### src/rtl/cbus_arbiter.sv
// cbus_arbiter: round-robin N-to-1 CBus arbiter; the grant is held from request to the last response beat.
package cbus_pkg;
  localparam logic [3:0] MLEN1 = 4'd0;
  localparam logic [3:0] MLEN2 = 4'd1;
  localparam logic [3:0] MLEN4 = 4'd3;
  localparam logic [3:0] MLEN8 = 4'd7;
  typedef struct packed {
    logic        valid;
    logic        is_write;
    logic [2:0]  size;
    logic [31:0] addr;
    logic [3:0]  strobe;
    logic [31:0] data;
    logic [3:0]  len;
  } cbus_req_t;
  typedef struct packed {
    logic        ready;
    logic        last;
    logic [31:0] data;
  } cbus_resp_t;
endpackage

module cbus_arbiter
  import cbus_pkg::*;
#(
  parameter int NUM_INPUTS = 2,
  localparam int IDX_W = (NUM_INPUTS > 1) ? $clog2(NUM_INPUTS) : 1
) (
  input  logic       clk,
  input  logic       resetn,
  input  cbus_req_t  ireqs  [NUM_INPUTS],
  output cbus_resp_t iresps [NUM_INPUTS],
  output cbus_req_t  oreq,
  input  cbus_resp_t oresp
);
  logic             busy_q, busy_d;
  logic [IDX_W-1:0] sel_q, sel_d, last_sel_q, last_sel_d, pick;
  logic             found;

  always_ff @(posedge clk or negedge resetn)
    if (!resetn) begin
      busy_q     <= 1'b0;
      sel_q      <= '0;
      last_sel_q <= IDX_W'(NUM_INPUTS - 1);
    end else begin
      busy_q     <= busy_d;
      sel_q      <= sel_d;
      last_sel_q <= last_sel_d;
    end

  // scan downward so the candidate closest after last_sel is the one kept
  always_comb begin
    found = 1'b0;
    pick  = sel_q;
    for (int i = NUM_INPUTS; i >= 1; i--) begin : scan
      logic [IDX_W-1:0] c;
      c = IDX_W'((int'(last_sel_q) + i) % NUM_INPUTS);
      if (ireqs[c].valid) begin
        found = 1'b1;
        pick  = c;
      end
    end
    busy_d     = busy_q ? !(oresp.ready && oresp.last) : found;
    sel_d      = (!busy_q && found) ? pick : sel_q;
    last_sel_d = (busy_q && oresp.ready && oresp.last) ? sel_q : last_sel_q;
  end

  always_comb begin
    oreq = busy_q ? ireqs[sel_q] : '0;
    for (int j = 0; j < NUM_INPUTS; j++)
      iresps[j] = (busy_q && sel_q == IDX_W'(j)) ? oresp : '0;
  end
endmodule

### config.mk
export PLATFORM = sky130hd
export DESIGN_NAME = cbus_arbiter
export DESIGN_NICKNAME = d
export VERILOG_FILES = /design/src/rtl/cbus_arbiter.sv
export SDC_FILE = /design/constraint.sdc
export NUM_CORES = 1
export LEC_CHECK = 0
export CAP_MARGIN = 20
export CORE_AREA = 2 2 131 133
export CTS_BUF_LIST = sky130_fd_sc_hd__clkbuf_4
export DETAILED_ROUTE_END_ITERATION = 12
export DIE_AREA = 0 0 133 135
export DONT_BUFFER_PORTS = 1
export GPL_TIMING_DRIVEN = 0
export HOLD_SLACK_MARGIN = 0.1
export REMOVE_ABC_BUFFERS = 1
export SYNTH_ARGS = -nofsm -noshare
export SYNTH_HDL_FRONTEND = slang
export SYNTH_SLANG_ARGS = --single-unit
export TNS_END_PERCENT = 100
### constraint.sdc
create_clock -name clk -period 2.5 [get_ports clk]
set_input_delay 0.5 -clock clk [delete_from_list [all_inputs] [get_ports clk]]
set_output_delay 0.5 -clock clk [all_outputs]
set_load 0.02 [all_outputs]
Yosys cells after proc, flatten, opt, wreduce, memory -nomap -nowiden
Index checks and enable logic that the tools add are counted.

storage, ports and cells
  word-level logic and storage cells = 39
  output and inout port bits = 145
  bits in read-only memories = 0
  register bits = 3
  latch bits = 0
  bits in writable memories = 0
  input bits = 190
  memories = 0

operators by class
  reductions and logical operators = 10
  equal/unequal tests = 0
  order comparisons = 3
  add/subtract/negate cells = 2
  div/mod/pow operators = 0
  $mul = 0
  bitwise logic cells = 4
  multiplexer cells = 17
  shifts and indexed selects = 0

operator list
  kind                   count
  $mux W77               10
  $mux W34               2
  $ge A2 B2 Y1 const B   3
  $logic_and A1 B1 Y1    6
  $not A1 Y2             3
  $mux W1                5
  $add A1 B1 Y1 const B  2
  $logic_not A1 Y1       2
  $reduce_and A2 Y1      1
  $reduce_bool A2 Y1     1
  $not A1 Y1             1

Logic depth before layout (Yosys ltp)
  depth in word-level cells = 9
  depth in mapped cells = 5
  gate-level depth less buffers = 2

Worst setup path before layout
Ideal clock, no wire load.

  kind = reg2out
  start = register sel_q
  end = output oreq[22] in the netlist's numbering
  required time = 2000 ps
  stages on the path, launching flop included = 6
  path slack = 839 ps
  path buffers = 3
  arrival time = 1161 ps
  cells stage by stage = dfrtp_1 -> buf_6 -> buf_12 -> buf_12 -> mux2i_1 -> nor2_1

RTL lines
  element                 RTL line  text
  from (decl)             37        logic [IDX_W-1:0] sel_q, sel_d, last_sel_q, last_sel_d, pick;
  from (signal assigned)  47        sel_q <= sel_d;
  to (decl)               33        output cbus_req_t oreq,

==> impl_metrics.toml <==
[placement]
gp_congestion = 0.7990
dpl_cell_area_um2 = 1951
numPortBuffers = 0
place_ws_ns = -0.3526
hpwl_mm = 8.275

[logic_synthesis]
synth_cells = 261
ys_seq_area_share_pct = 4.119
ys_seq_elements = 3
synth_area_leaders = "mux2i_1, nor2_1, and2_1, and3_1, buf_12"
synth_area_leader_cell = "mux2i_1"
syn_area_um2 = 1853
synth-warning-count = 0
yosys.area.top_type_share_pct = 41.59
yosys.cell_types.count = 20
syn_avg_cell_area_um2 = 7.100

[clocking]
clockBufferDepth = 2
clock_latency_ns = 0.23
clk_pin_slew_ns = 0.04
cts_tree = "yes"
numCtsBuffers = 3
cts_max_level = 1
cts-root-buf = "clkbuf_4"
cts.sinks = 3

[power_and_ir_drop]
power_density_nw_per_um2 = 838.6
p_leak_nw = 1.004
ir_worst_vdd_mv = 0.3680

[routing]
viasPerCell = 4.184
drt_drc_violations_left = 0
dr.first_iter.drc_count = 59
ant_nets = 0
first_pass_iters = 4
vias = 1937
wire_per_inst_um = 20.83
routed_wl_mm = 9.643

[run_status]
status = "finished clean"

[timing]
max_clock_freq_mhz = 428.5
worst_slack_ns = 0.1663
setup_tns_ns = 0
grt_setup_unrepaired = "false"
hold_viol = 0
min_period_over_period_pct = 93.35
whs_ns = 0.3978
slew_violations = 0
relSlewSlack_pct = 64.80
period_needed_ns = 2.334
fin_skew_ns = 0.0006092
finalSetupViolations = 0
max_slew.worst_pin.slew_ns = 0.5261

[layout]
diodes = 0
post-route-util_pct = 12.58
layout-area-overhead-vs-synth_pct = 11.34
final_cell_mix = "mux2i_1, nor2_1, and3_1, and2_1, nor2_2"
layout_commonest_cell = "mux2i_1"
drive_above_1_share_pct = 9.053
nets = 434
post-route-cell-area_um2 = 2063

[worst_setup_path]
r2r_end = "sel_q"
endpoint_kind = "output pin"
arrival_ns = 1.83
critPathKind = "reg2out"
crit_fanout = 56
rr_startpoint = "busy_q"
startpoint_type = "register"
required_ns = 2.00
r2r_setup_slack_ns = 0.98
ff2ff_path_depth = 3

[worst_hold_path]
hp-start = "ireqs[76]"
min_to = "busy_q"
whs_path_depth = 1
hold_class = "in2reg"

[grt]
grt_max_degree = 57
grt_busiest_layer = "met2"
grt_pass1_vias = 1619
grt_util_met2_pct = 17.30
track_usage_pct = 8.878
antenna_found_initial = 0
grtUsageMet3_pct = 0.7132
gr-usage-met1_pct = 10.54
grt_pass1_wl_mm = 11.55
grt.overflow.total = 0

[floorplanning]
die_h_um = 135
dieArea_um2 = 17960
ioPinCount = 335
core-area_um2 = 16410
num_rows = 47
start_util_pct = 11.29
die_w_um = 133

[run]
max_cap_viol_count = 0
==> metal layers <==
metal	part of all wire, %	routed length (um)	vias up
met3	7.9	761	8
met5	0	0	-
met1	39	3723	883
met2	52	5019	207
li1	-	-	839
met4	1.4	138	0
==> cell families after synthesis <==
group / count (synthesis) / synth area share (%)
mux: 78 / 42.20
simple gates: 149 / 40.11
compound gates: 2 / 1.013
buf+inv: 29 / 12.56
flops: 3 / 4.119
==> sequential cells by signal, summed over array words and instances (netlist names) <==
signal      count
last_sel_q      1
sel_q           1
busy_q          1
==> layout make-up <==
class | count | area (um^2)
clock buffer | 4 | 30.03
fill | 1909 | 14340
inverter | 1 | 6.256
multi-input combinational | 229 | 1564
sequential | 3 | 83.83
tap | 220 | 275.3
timing repair buffer | 6 | 103.9
==> synth_stat cells <==
cell type	n
buf_4	3
o31a_1	1
inv_2	1
clkbuf_2	2
nor2b_4	1
and2_1	34
buf_12	6
nand2b_1	1
mux2_2	1
dfrtp_1	2
buf_6	1
buf_2	4
nand2_1	1
clkbuf_1	12
a32o_1	1
dfstp_2	1
and3_1	34
nor2_1	77
nand3_1	1
mux2i_1	77
==> metrics by stage <==
stage	cells	power, mW
2_1_floorplan	233	1.450
3_3_place_gp	453	1.662
4_1_cts	461	1.713
6_report	463	1.730
3_5_place_dp	455	1.579
5_1_grt	463	1.827
==> critical path: stages, from the launching register on <==
cell,delay [ns]
dfrtp_4,0.65
buf_16,0.33
mux2i_1,0.13
nor2_1,0.41
==> power by group <==
part | internal, mW | leakage (nW) | switching, mW
registers | 0.0706 | 0.0312 | 0.0666
clock network | 0.0706 | 0.0184 | 0.0249
logic | 0.437 | 0.954 | 1.06
==> repair_timing <==
action	4_1_cts	5_1_grt
hold buffers	1	1
endpoints found under the setup margin	111	25
hold endpoints to repair	2	1
buffers inserted	1	1
resized for setup	10	1
cloned	0	0
==> worst max path at each step <==
stage	startpoint	to	slack [ns]	cells after the start
2_1_floorplan	sel_q	iresps[34]	-1.67	2
3_3_place_gp	sel_q	oreq[61]	-2.73	2
3_5_place_dp	busy_q	oreq[39]	-0.35	3
4_1_cts	sel_q	oreq[9]	0.002	3
5_1_grt	sel_q	oreq[9]	0.05	3
6_report	sel_q	oreq[33]	0.17	3
No activity file was read; power rests on OpenSTA's default activity.
